## src/rtl/bht_sat_predictor.sv

```systemverilog
// Branch history table of saturating counters with sequential init and write-first bypass.
// Optional gshare indexing is enabled by defining BHT_GSHARE_EN.
module bht_sat_predictor #(
  parameter int INDEX_W  = 5,
  parameter int CTR_W    = 2,
  parameter int INIT_CTR = (2**(CTR_W-1))-1
) (
  input  logic               clk,
  input  logic               arst_n,
  input  logic               en,
  input  logic               lookup_valid,
  input  logic [INDEX_W-1:0] lookup_addr,
  output logic               pred_valid,
  output logic               prediction,
  output logic [CTR_W-1:0]   pred_ctr,
  input  logic               update_valid,
  input  logic [INDEX_W-1:0] update_addr,
  input  logic               update_taken,
  output logic               init_busy
);

  localparam int                 ENTRIES  = 2**INDEX_W;
  localparam logic [CTR_W-1:0]   CTR_MAX  = {CTR_W{1'b1}};
  localparam logic [CTR_W-1:0]   CTR_INIT = CTR_W'(INIT_CTR);
  localparam logic [INDEX_W-1:0] IDX_LAST = INDEX_W'(ENTRIES-1);

  typedef enum logic {
    ST_INIT  = 1'b0,
    ST_READY = 1'b1
  } state_e;

  state_e             state_r;
  logic [INDEX_W-1:0] init_idx_r;
  logic [CTR_W-1:0]   table_r [ENTRIES];

  logic [INDEX_W-1:0] rd_idx_s;
  logic [INDEX_W-1:0] wr_idx_s;
  logic               lookup_ok_s;
  logic               update_ok_s;
  logic [CTR_W-1:0]   new_ctr_s;
  logic [CTR_W-1:0]   rd_ctr_s;

  // Saturating step: never wraps past 0 or CTR_MAX.
  function automatic logic [CTR_W-1:0] sat_step(input logic [CTR_W-1:0] ctr, input logic taken);
    logic [CTR_W-1:0] res;
    if (taken) begin
      res = (ctr == CTR_MAX) ? ctr : ctr + CTR_W'(1);
    end else begin
      res = (ctr == {CTR_W{1'b0}}) ? ctr : ctr - CTR_W'(1);
    end
    return res;
  endfunction

`ifdef BHT_GSHARE_EN
  logic [INDEX_W-1:0] ghr_r;

  // Global history shifts in each accepted outcome.
  always_ff @(posedge clk) begin
    if (!arst_n) begin
      ghr_r <= {INDEX_W{1'b0}};
    end else if (update_ok_s) begin
      ghr_r <= {ghr_r[INDEX_W-2:0], update_taken};
    end else begin
      ghr_r <= ghr_r;
    end
  end
`endif

  // Index hashing, acceptance and bypass selection.
  always_comb begin
`ifdef BHT_GSHARE_EN
    rd_idx_s = lookup_addr ^ ghr_r;
    wr_idx_s = update_addr ^ ghr_r;
`else
    rd_idx_s = lookup_addr;
    wr_idx_s = update_addr;
`endif
    lookup_ok_s = (state_r == ST_READY) && en && lookup_valid;
    update_ok_s = (state_r == ST_READY) && en && update_valid;
    new_ctr_s   = sat_step(table_r[wr_idx_s], update_taken);
    if (update_ok_s && (rd_idx_s == wr_idx_s)) begin
      rd_ctr_s = new_ctr_s;
    end else begin
      rd_ctr_s = table_r[rd_idx_s];
    end
  end

  // Init/ready FSM, table writes and registered prediction outputs.
  always_ff @(posedge clk) begin
    if (!arst_n) begin
      state_r    <= ST_INIT;
      init_idx_r <= {INDEX_W{1'b0}};
      pred_valid <= 1'b0;
      prediction <= 1'b0;
      pred_ctr   <= {CTR_W{1'b0}};
      init_busy  <= 1'b1;
    end else begin
      case (state_r)
        ST_INIT: begin
          table_r[init_idx_r] <= CTR_INIT;
          init_idx_r          <= init_idx_r + INDEX_W'(1);
          pred_valid          <= 1'b0;
          if (init_idx_r == IDX_LAST) begin
            state_r   <= ST_READY;
            init_busy <= 1'b0;
          end else begin
            init_busy <= 1'b1;
          end
        end
        ST_READY: begin
          if (update_ok_s) begin
            table_r[wr_idx_s] <= new_ctr_s;
          end
          pred_valid <= lookup_ok_s;
          if (lookup_ok_s) begin
            pred_ctr   <= rd_ctr_s;
            prediction <= rd_ctr_s[CTR_W-1];
          end
          init_busy <= 1'b0;
        end
        default: begin
          state_r    <= ST_INIT;
          init_idx_r <= {INDEX_W{1'b0}};
          pred_valid <= 1'b0;
          init_busy  <= 1'b1;
        end
      endcase
    end
  end

endmodule

```

## config.mk

```make
export PLATFORM = sky130hd
export DESIGN_NAME = bht_sat_predictor
export DESIGN_NICKNAME = d
export VERILOG_FILES = /design/src/rtl/bht_sat_predictor.sv
export SDC_FILE = /design/constraint.sdc
export NUM_CORES = 1
export LEC_CHECK = 0
export BUFFER_PORTS_ARGS = -buffer_cell sky130_fd_sc_hd__clkbuf_2
export CAP_MARGIN = 10
export CORE_AREA = 5 5 82 122
export CTS_CLUSTER_SIZE = 16
export DETAILED_ROUTE_END_ITERATION = 10
export DIE_AREA = 0 0 87 127
export PLACE_DENSITY = 0.71
export SLEW_MARGIN = 10
export SYNTH_ARGS = -nofsm -noshare
export SYNTH_HDL_FRONTEND = slang
export SYNTH_SLANG_ARGS = --single-unit
```

## constraint.sdc

```tcl
create_clock -name clk -period 4.2 [get_ports clk]
set_input_delay 0.84 -clock clk [delete_from_list [all_inputs] [get_ports clk]]
set_output_delay 0.84 -clock clk [all_outputs]
set_load 0.02 [all_outputs]
```

==> results.toml, run 1 <==
[clock_network]
numCtsBuffers = 9
ctsResizeCount = 0
clk_path_buf_depth = 2
holdBufCountCts = 0
cts_tree = "built"
cts.clk_slew.worst_paths_ns = 0.05
postCtsSetupRepairBufs = 0
cts-root-buf = "clkbuf_16"
h-tree-depth = 3
cts.sinks = 74
clkLatencyLatePin_ns = 0.33

[power_and_ir_drop]
p_comb_share_pct = 6.9
swShare_pct = 20.4
vdd_drop_max_v = 0.000207
p_leak_nw = 1.57
seqPwrFrac_pct = 46.9
power.density_nw_per_um2 = 389
intPower_w = 0.00135
switchingPower_w = 0.000348
clockPowerShare_pct = 46.2

[setup_path]
reg2reg_from = "state_r"
slowest_stage = "clkbuf_2"
reg2reg_setup_slack_ns = 1.48
reg2reg_depth = 4
crit_top_cell = "buf_4"
cp-start-kind = "input port"
r2r_end = "table_r[8][1]"
crit_path_max_incr_delay_ns = 0.50
crit_fanout = 32
crit_family = "buffers and inverters"
crit_chain = "clkbuf_2 > buf_4 > mux2i_1 > a22oi_1 > nand3_1 > o31ai_1 > nor2_1 > maj3_2 > or2_1 > buf_4"
crit_path_end_kind = "flop"
cp.arrival_ns = 3.16
critPathRequiredTime_ns = 4.24
critPathBufInv = 3
crit_type = "in -> reg"

[run]
maxCapViolations = 0

[synth]
synthFlopType = "edfxtp_1"
avgSynthCellArea_um2 = 13.2
yosys.area.top_type = "edfxtp_1"
netlist.area_leader.share_pct = 49.3
synth-edff-count = 64
ys_warn_count = 0
yosysSeqAreaShare_pct = 54.4
netlist_area_um2 = 3900
synthCells = 296
ys_async_sr_fraction_pct = 0
synth.net_count = 314
ys_top_cells_by_count = "edfxtp_1, mux2i_1, nor2_1"
yosysMostFrequentCell = "edfxtp_1"
synthDistinctLibCells = 44
ys_ff_latch = 74
synthTopCellsByArea = "edfxtp_1, mux4_2, mux2i_1"

[finish]
drive_gt1_share_pct = 20.5
final_cells = 427
final_util_pct = 49.9
area_delta_synth_final_pct = 12.3
nNetsFinal = 331
antenna_cells = 0

[timing]
period_share_pct = 74.2
setup_violations = 0
min_period_ns = 3.12
skew_ns = 0.00503
hold_viol_final = 0
maxSlewViolCount = 0
tightestPinTransition_ns = 0.949
fin_hold_ws_ns = 0.582
relSlewSlack_pct = 36.4
rsz0062_at_grt = "no"
setup_tns_ns = 0
max_freq_ghz = 0.321

[floorplan]
die_width_um = 87
ios = 21
die_y_um = 127
die_area_um2 = 11000
start_util_pct = 44.4
rows = 42
core_um2 = 8780

[detailed_routing]
wire_per_inst_um = 20.6
drtIter0Drc = 214
dr.pass1.iters = 4
wl_um = 8790
drtAntennaViolNets = 0
drcViolationCount = 0
via_per_inst = 5.98
num_vias = 2553

[grt]
grt_max_degree = 33
busiest_layer = "met2"
grt_overflow = 0
met1_usage_pct = 19.4
grt_pass1_wl_um = 14000
grtUsageMet2_pct = 29.7
grt_pass1_vias = 2635
antenna_found_initial = 0
grt_usage_pct = 17.2
grt_use_met3_pct = 4.51

[place]
hpwlAfterDp_um = 6320
port_buffers = 20
gp_congestion = 0.882
placed_cells = 412

[hold_path]
worstHoldEndpoint = "init_idx_r[4]"
hold_start = "init_idx_r[4]"
holdPathStages = 2
min_path_type = "reg -> reg"

[run_status]
status = "finished clean"
## logic make-up after synthesis
kind of cell	share of synthesized area (%)
simple gates	11.8
flops	54.4
mux	21.3
compound gates	6.20
buf+inv	3.24
xor+xnor	1.80
fa+ha+maj	1.19
## area by class of cell
type,count,area [um2]
fill,742,4400
sequential,74,2120
multi-input combinational,199,1650
clock buffer,9,225
timing repair buffer,27,153
tap,110,138
clock inverter,6,81.3
inverter,2,7.51
## registers in the layout, summed over array words and instances (netlist names)
register,flops
table_r,64
init_idx_r,5
init_busy,1
pred_ctr,1
pred_valid,1
prediction,1
state_r,1
## layout by cell type, fill, tap and decap left out, types with 7 or more instances in the layout
| master | netlist | layout |
|---|---|---|
| clkbuf_16 | 0 | 9 |
| nand3_1 | 8 | 8 |
| a22oi_1 | 13 | 13 |
| mux2i_1 | 37 | 37 |
| nand2_1 | 19 | 19 |
| dfxtp_1 | 10 | 10 |
| mux4_2 | 20 | 20 |
| edfxtp_1 | 64 | 64 |
| nor2_1 | 37 | 37 |
| clkbuf_2 | 0 | 20 |
| buf_4 | 5 | 7 |
## metal layers
layer	up-vias	wire [um]
li1	1168	-
met1	1280	3360
met2	88	4560
met3	17	605
met4	0	255
met5	-	0
## stage by stage
stage / cell area, um2 / setup WS [ns] / total power [W]
5_1_grt: 4380 / 0.954 / 0.00176
4_1_cts: 4380 / 1.11 / 0.00171
2_1_floorplan: 3900 / 0.894 / 0.000899
6_report: 4380 / 1.08 / 0.00170
3_3_place_gp: 4070 / 0.788 / 0.000929
3_5_place_dp: 4070 / 0.765 / 0.000930
## how the worst max path moves through the flow
stage,start,end,depth (start not counted)
after floorplan,update_addr[1],table_r[0][1],8
after global placement,update_addr[1],table_r[12][0],10
after detailed placement,update_addr[1],table_r[13][0],10
after CTS,update_addr[1],table_r[20][0],10
after global routing,update_addr[1],table_r[21][0],10
final,update_addr[1],table_r[20][0],10
## worst reg2reg max path, delay by kind of cell (launching register included)
| family | cells | cell delay [ns] |
|---|---|---|
| simple gates | 2 | 0.91 |
| flops | 1 | 0.60 |
| compound gates | 1 | 0.45 |
| mux | 1 | 0.44 |
## power by group through the flow
stage               clock network [W]  registers, W  logic (W)
floorplan                           0      0.000811  0.0000874
global placement                    0      0.000813   0.000116
detailed placement                  0      0.000813   0.000117
CTS                          0.000796      0.000798   0.000118
global route                 0.000833      0.000799   0.000127
finish                       0.000787      0.000798   0.000118
No activity file was read; power rests on OpenSTA's default activity.
==> inputs of run 2 (changes only) <==
--- a/config.mk
+++ b/config.mk
@@ -11,7 +11,7 @@
 export CTS_CLUSTER_SIZE = 16
 export DETAILED_ROUTE_END_ITERATION = 10
 export DIE_AREA = 0 0 87 127
-export PLACE_DENSITY = 0.71
+export PLACE_DENSITY = 0.73
 export SLEW_MARGIN = 10
 export SYNTH_ARGS = -nofsm -noshare
 export SYNTH_HDL_FRONTEND = slang
==> constraint.sdc (replaced) <==
create_clock -name clk -period 2.7 [get_ports clk]
set_input_delay 0.54 -clock clk [delete_from_list [all_inputs] [get_ports clk]]
set_output_delay 0.54 -clock clk [all_outputs]
set_load 0.02 [all_outputs]
==> results.toml, run 2 (synthesized netlist as in run 1, its figures left out) <==
[run_status]
status = "finished clean"

[setup_path]
crit_fanout = 20
reg2reg_depth = 8
slowest_stage = "nor2b_1"
cp.arrival_ns = 2.52
critPathBufInv = 2
crit_type = "in -> reg"
crit_path_max_incr_delay_ns = 0.40
crit_end = "table_r[21][0]"
crit_chain = "clkbuf_2 > nor2b_1 > a22oi_1 > and4b_1 > a31oi_2 > o311ai_1 > maj3_2 > or2_1 > buf_4"
critPathRequiredTime_ns = 2.77
reg2reg_from = "table_r[16][1]"
crit_cells = 9
cp-start-kind = "input port"
reg2reg_setup_slack_ns = 0.46
r2r_end = "table_r[21][0]"
crit_path_end_kind = "flop"
crit_start = "update_addr[0]"
crit_family = "simple AND/OR/NAND/NOR gates"

[run]
maxCapViolations = 0

[power_and_ir_drop]
p_comb_share_pct = 7.9
report.power.total_w = 0.00257
vdd_drop_max_v = 0.000345
clockPowerShare_pct = 43.8
switchingPower_w = 0.000544
power.density_nw_per_um2 = 571
p_leak_nw = 1.64
intPower_w = 0.00203
seqPwrFrac_pct = 48.3
swShare_pct = 21.2

[detailed_routing]
wl_um = 9100
wire_per_inst_um = 20.6
drcViolationCount = 0
via_per_inst = 5.84
dr.pass1.iters = 4
drtAntennaViolNets = 0
num_vias = 2581
drtIter0Drc = 185

[timing]
rsz0062_at_grt = "no"
min_period_ns = 2.45
relSlewSlack_pct = 20.0
period_share_pct = 90.8
skew_ns = 0.00482
hold_viol_final = 0
setup_violations = 0
max_freq_ghz = 0.408
setup_ws_ns = 0.248
tightestPinTransition_ns = 1.19
maxSlewViolCount = 0

[floorplan]
die_area_um2 = 11000
core_um2 = 8780
ios = 21
die_width_um = 87
rows = 42
start_util_pct = 44.4
die_y_um = 127

[clock_network]
postCtsSetupRepairBufs = 0
holdBufCountCts = 0
cts.clk_slew.worst_paths_ns = 0.05
clkLatencyLatePin_ns = 0.34
cts.sinks = 74
cts_tree = "built"
cts-root-buf = "clkbuf_16"
numCtsBuffers = 9
ctsResizeCount = 0
clk_path_buf_depth = 2
h-tree-depth = 3

[grt]
grt_max_degree = 23
grt_pass1_vias = 2783
grt_pass1_wl_um = 14600
grt_usage_pct = 18.0
grt_overflow = 0
antenna_found_initial = 0

[finish]
nNetsFinal = 346
drive_gt1_share_pct = 24.7
antenna_cells = 0
n_fill_cell = 734
reg_top3 = "table_r (64), init_idx_r (5)"
area_delta_synth_final_pct = 15.6
top_register = "table_r"
final_common_cell = "edfxtp_1"
layout_common_cells = "edfxtp_1, mux2i_1, nor2_1"
largest_reg_flops = 64

[place]
port_buffers = 20
gp_congestion = 0.912
pre_cts_ws_ns = -0.0551
hpwlAfterDp_um = 6730

[hold_path]
min_path_type = "in -> reg"
==> run 2: worst register-to-register path, delay by kind of cell, from the launching register on <==
kind | cells | cell delay [ns]
AO/OA/AOI/OAI | 3 | 0.42
flip-flops | 1 | 0.40
buffers and inverters | 1 | 0.20
multiplexers | 1 | 0.16
adder cells (fa/ha/maj) | 1 | 0.31
AND/OR/NAND/NOR | 2 | 0.46
==> run 2: per-layer routing <==
| metal | GRT usage, % | wire length [um] |
|---|---|---|
| met3 | 4.64 | 508 |
| met2 | 30.8 | 5050 |
| met5 | 0 | 0 |
| met4 | 10.7 | 363 |
| met1 | 19.8 | 3170 |
==> run 2: final cells by class <==
cell class                      count  area [um2]  share of cell area, %
Clock inverter                      6        58.8                   1.31
Inverter                            2        7.51                  0.167
Multi-Input combinational cell    199        1650                   36.7
Timing Repair Buffer               42         303                   6.72
Sequential cell                    74        2120                   47.1
Tap cell                          110         138                   3.05
Clock buffer                        9         225                   5.00
==> run 2: per-stage QoR <==
step | TNS [ns] | hold slack, ns | area (um2) | util, % | std cells
after detailed placement | -1.47 | 0.561 | 4220 | 48.1 | 427
final | 0 | 0.558 | 4510 | 51.3 | 442
after floorplan | 0 | 0.529 | 3900 | - | 296
after global routing | 0 | 0.566 | 4510 | 51.3 | 442
after CTS | 0 | 0.554 | 4510 | 51.3 | 442
after global placement | -0.660 | 0.547 | 4220 | 48.1 | 427
==> run 2: worst min path at each step <==
stage,start,end,slack (ns),cells after the start
final,lookup_valid,pred_ctr[0],0.56,3
after global routing,lookup_valid,pred_ctr[0],0.57,3
after CTS,lookup_valid,pred_ctr[0],0.55,3
after detailed placement,init_idx_r[4],init_idx_r[4],0.56,2
after global placement,init_idx_r[4],init_idx_r[4],0.55,2
after floorplan,init_idx_r[4],init_idx_r[4],0.53,2
==> run 2: power groups by stage <==
stage          sequential [W]  combinational [W]  clock, W
3_3_place_gp          0.00126           0.000200         0
5_1_grt               0.00124           0.000219   0.00120
2_1_floorplan         0.00126           0.000136         0
6_report              0.00124           0.000204   0.00113
3_5_place_dp          0.00126           0.000203         0
4_1_cts               0.00124           0.000203   0.00115
==> inputs of run 3 (changes only) <==
--- a/config.mk
+++ b/config.mk
@@ -5,13 +5,14 @@
 export SDC_FILE = /design/constraint.sdc
 export NUM_CORES = 1
 export LEC_CHECK = 0
+export ABC_AREA = 1
 export BUFFER_PORTS_ARGS = -buffer_cell sky130_fd_sc_hd__clkbuf_2
 export CAP_MARGIN = 10
-export CORE_AREA = 5 5 82 122
+export CORE_AREA = 5 5 84 125
 export CTS_CLUSTER_SIZE = 16
 export DETAILED_ROUTE_END_ITERATION = 10
-export DIE_AREA = 0 0 87 127
-export PLACE_DENSITY = 0.73
+export DIE_AREA = 0 0 89 130
+export PLACE_DENSITY = 0.72
 export SLEW_MARGIN = 10
 export SYNTH_ARGS = -nofsm -noshare
 export SYNTH_HDL_FRONTEND = slang
==> results.toml, run 3 <==
[synth]
yosysSeqAreaShare_pct = 52.5
yosys.area.top_type = "edfxtp_1"
ys_top_cells_by_count = "nand2_1, nand3_1, edfxtp_1, nor2_1, inv_1"
synthTopCellsByArea = "edfxtp_1, nand2_1, nand3_1"
synth.net_count = 509
synthFlopType = "edfxtp_1"
avgSynthCellArea_um2 = 8.23
netlist_area_um2 = 4040
ys_async_sr_fraction_pct = 0
synth-edff-count = 64
ys_ff_latch = 74
yosysMostFrequentCell = "nand2_1"
synthDistinctLibCells = 27
netlist.area_leader.share_pct = 47.6
ys_warn_count = 0
synthCells = 491

[detailed_routing]
met2_length_um = 5850
drtAntennaViolNets = 0
wire_per_inst_um = 17.5
num_vias = 3556
wl_met1_um = 3990
routed-wl-met3_um = 665
via_per_inst = 5.67
drcViolationCount = 0
routed.top_layer = "met4"
drtIter0Drc = 408
dr.pass1.iters = 5
wl_um = 11000

[clock_network]
clkLatencyLatePin_ns = 0.34
cts.sinks = 74
cts-root-buf = "clkbuf_16"
numCtsBuffers = 9
cts.clk_slew.worst_paths_ns = 0.06
h-tree-depth = 3
clk_path_buf_depth = 2
cts_tree = "built"

[finish]
n_fill_cell = 855
layout_common_cells = "nand2_1, nand3_1, nor2_1, edfxtp_1, inv_1"
area_delta_synth_final_pct = 11.7
final_cells = 627
drive_gt1_share_pct = 11.3
antenna_cells = 0
reg_top3 = "table_r (64), init_idx_r (5)"
nNetsFinal = 528
largest_reg_flops = 64
top_register = "table_r"
final_common_cell = "nand2_1"

[grt]
grt_usage_pct = 20.0
grt_pass1_wl_um = 17200
grt_max_degree = 38
grt_pass1_vias = 3489
antenna_found_initial = 0
grt_overflow = 0

[power_and_ir_drop]
power.density_nw_per_um2 = 598
p_leak_nw = 1.84
vdd_drop_max_v = 0.000441

[setup_path]
crit_path_end_kind = "flop"
cp.arrival_ns = 2.47
reg2reg_setup_slack_ns = 0.25
crit_type = "reg -> reg"
r2r_end = "table_r[12][0]"
cp-start-kind = "flop"
reg2reg_from = "state_r"
critPathRequiredTime_ns = 2.72
crit_fanout = 11
reg2reg_depth = 6

[floorplan]
die_y_um = 130
core_um2 = 9200
ios = 21
rows = 43
die_area_um2 = 11600
die_width_um = 89
start_util_pct = 43.9

[hold_path]
min_path_type = "reg -> reg"
worstHoldEndpoint = "prediction"
holdPathStages = 2
hold_start = "prediction"

[place]
port_buffers = 20
placed_cells = 611
gp_congestion = 0.933
pre_cts_ws_ns = 0.141
hpwlAfterDp_um = 7640

[timing]
min_period_ns = 2.45
max_freq_ghz = 0.409
period_share_pct = 90.6
relSlewSlack_pct = 62.3
skew_ns = 0.00833
maxSlewViolCount = 0
tightestPinTransition_ns = 0.564
fin_hold_ws_ns = 0.497
hold_viol_final = 0
setup_ws_ns = 0.253
setup_violations = 0

[run_status]
status = "finished clean"

[run]
maxCapViolations = 0
run 3: cell count changes after synthesis, moves of 9 or more:
cell     before  now
nand3_1       8   90
nor2_1       37   64
o21ai_0       6   22
a22oi_1      13    0
mux2i_1      37    0
inv_1         2   27
a21oi_1       3   12
mux4_2       20    0
nand2_1      19  143
run 3: cell type report:
cell class	instances	area, um2	area share [%]
Sequential cell	74	2120	47.0
Multi-Input combinational cell	360	1620	35.8
Clock buffer	12	256	5.68
Timing Repair Buffer	33	198	4.38
Tap cell	112	140	3.11
Inverter	32	130	2.88
Clock inverter	4	50.0	1.11
run 3: kinds of logic (layout without fill, tap and decap cells):
family          Yosys count  in the layout  share of synthesized area (%)
xor+xnor                  1              1                          0.217
simple gates            308            308                           32.2
fa+ha+maj                 2              2                          0.619
compound gates           49             49                           6.69
buf+inv                  57             81                           7.74
flops                    74             74                           52.5
run 3: what timing repair did:
action | 4_1_cts | 5_1_grt
resized for setup | 0 | 2
setup endpoints to repair | 0 | 4
hold buffers | 0 | 0
setup buffers | 0 | 0
run 3: worst max path at each step:
stage | startpoint | endpoint | cells after the start
2_1_floorplan | update_addr[0] | table_r[0][1] | 13
3_3_place_gp | en | table_r[5][0] | 7
3_5_place_dp | en | table_r[12][0] | 7
4_1_cts | state_r | table_r[12][1] | 6
5_1_grt | state_r | table_r[14][1] | 8
6_report | state_r | table_r[12][0] | 6
run 3: routing by layer:
metal,global-route usage (%),vias up
met5,0,-
met1,21.3,1669
met2,35.7,159
met4,11.4,0
li1,-,1689
met3,4.36,39
run 3: worst max-delay path, stage by stage (launching register included):
cell and delay [ns]:
dfxtp_1 0.51, nand3_1 0.19, inv_1 0.11, nand2_1 0.19, o21ai_0 0.45, nand3_2 0.35, nor2_1 0.32
run 3: metrics by stage:
step	setup TNS, ns	power (W)	utilization (%)	area (um2)
finish	0	0.00270	49.0	4510
detailed placement	0	0.00150	45.6	4200
CTS	0	0.00270	48.9	4500
global placement	0	0.00150	45.6	4200
floorplan	0	0.00143	-	4040
global route	-0.0261	0.00278	49.0	4510
run 3: power by group:
part	internal, W	switching, W
combinational	0.0000732	0.000176
clock	0.000764	0.000448
sequential	0.00123	0.00000457
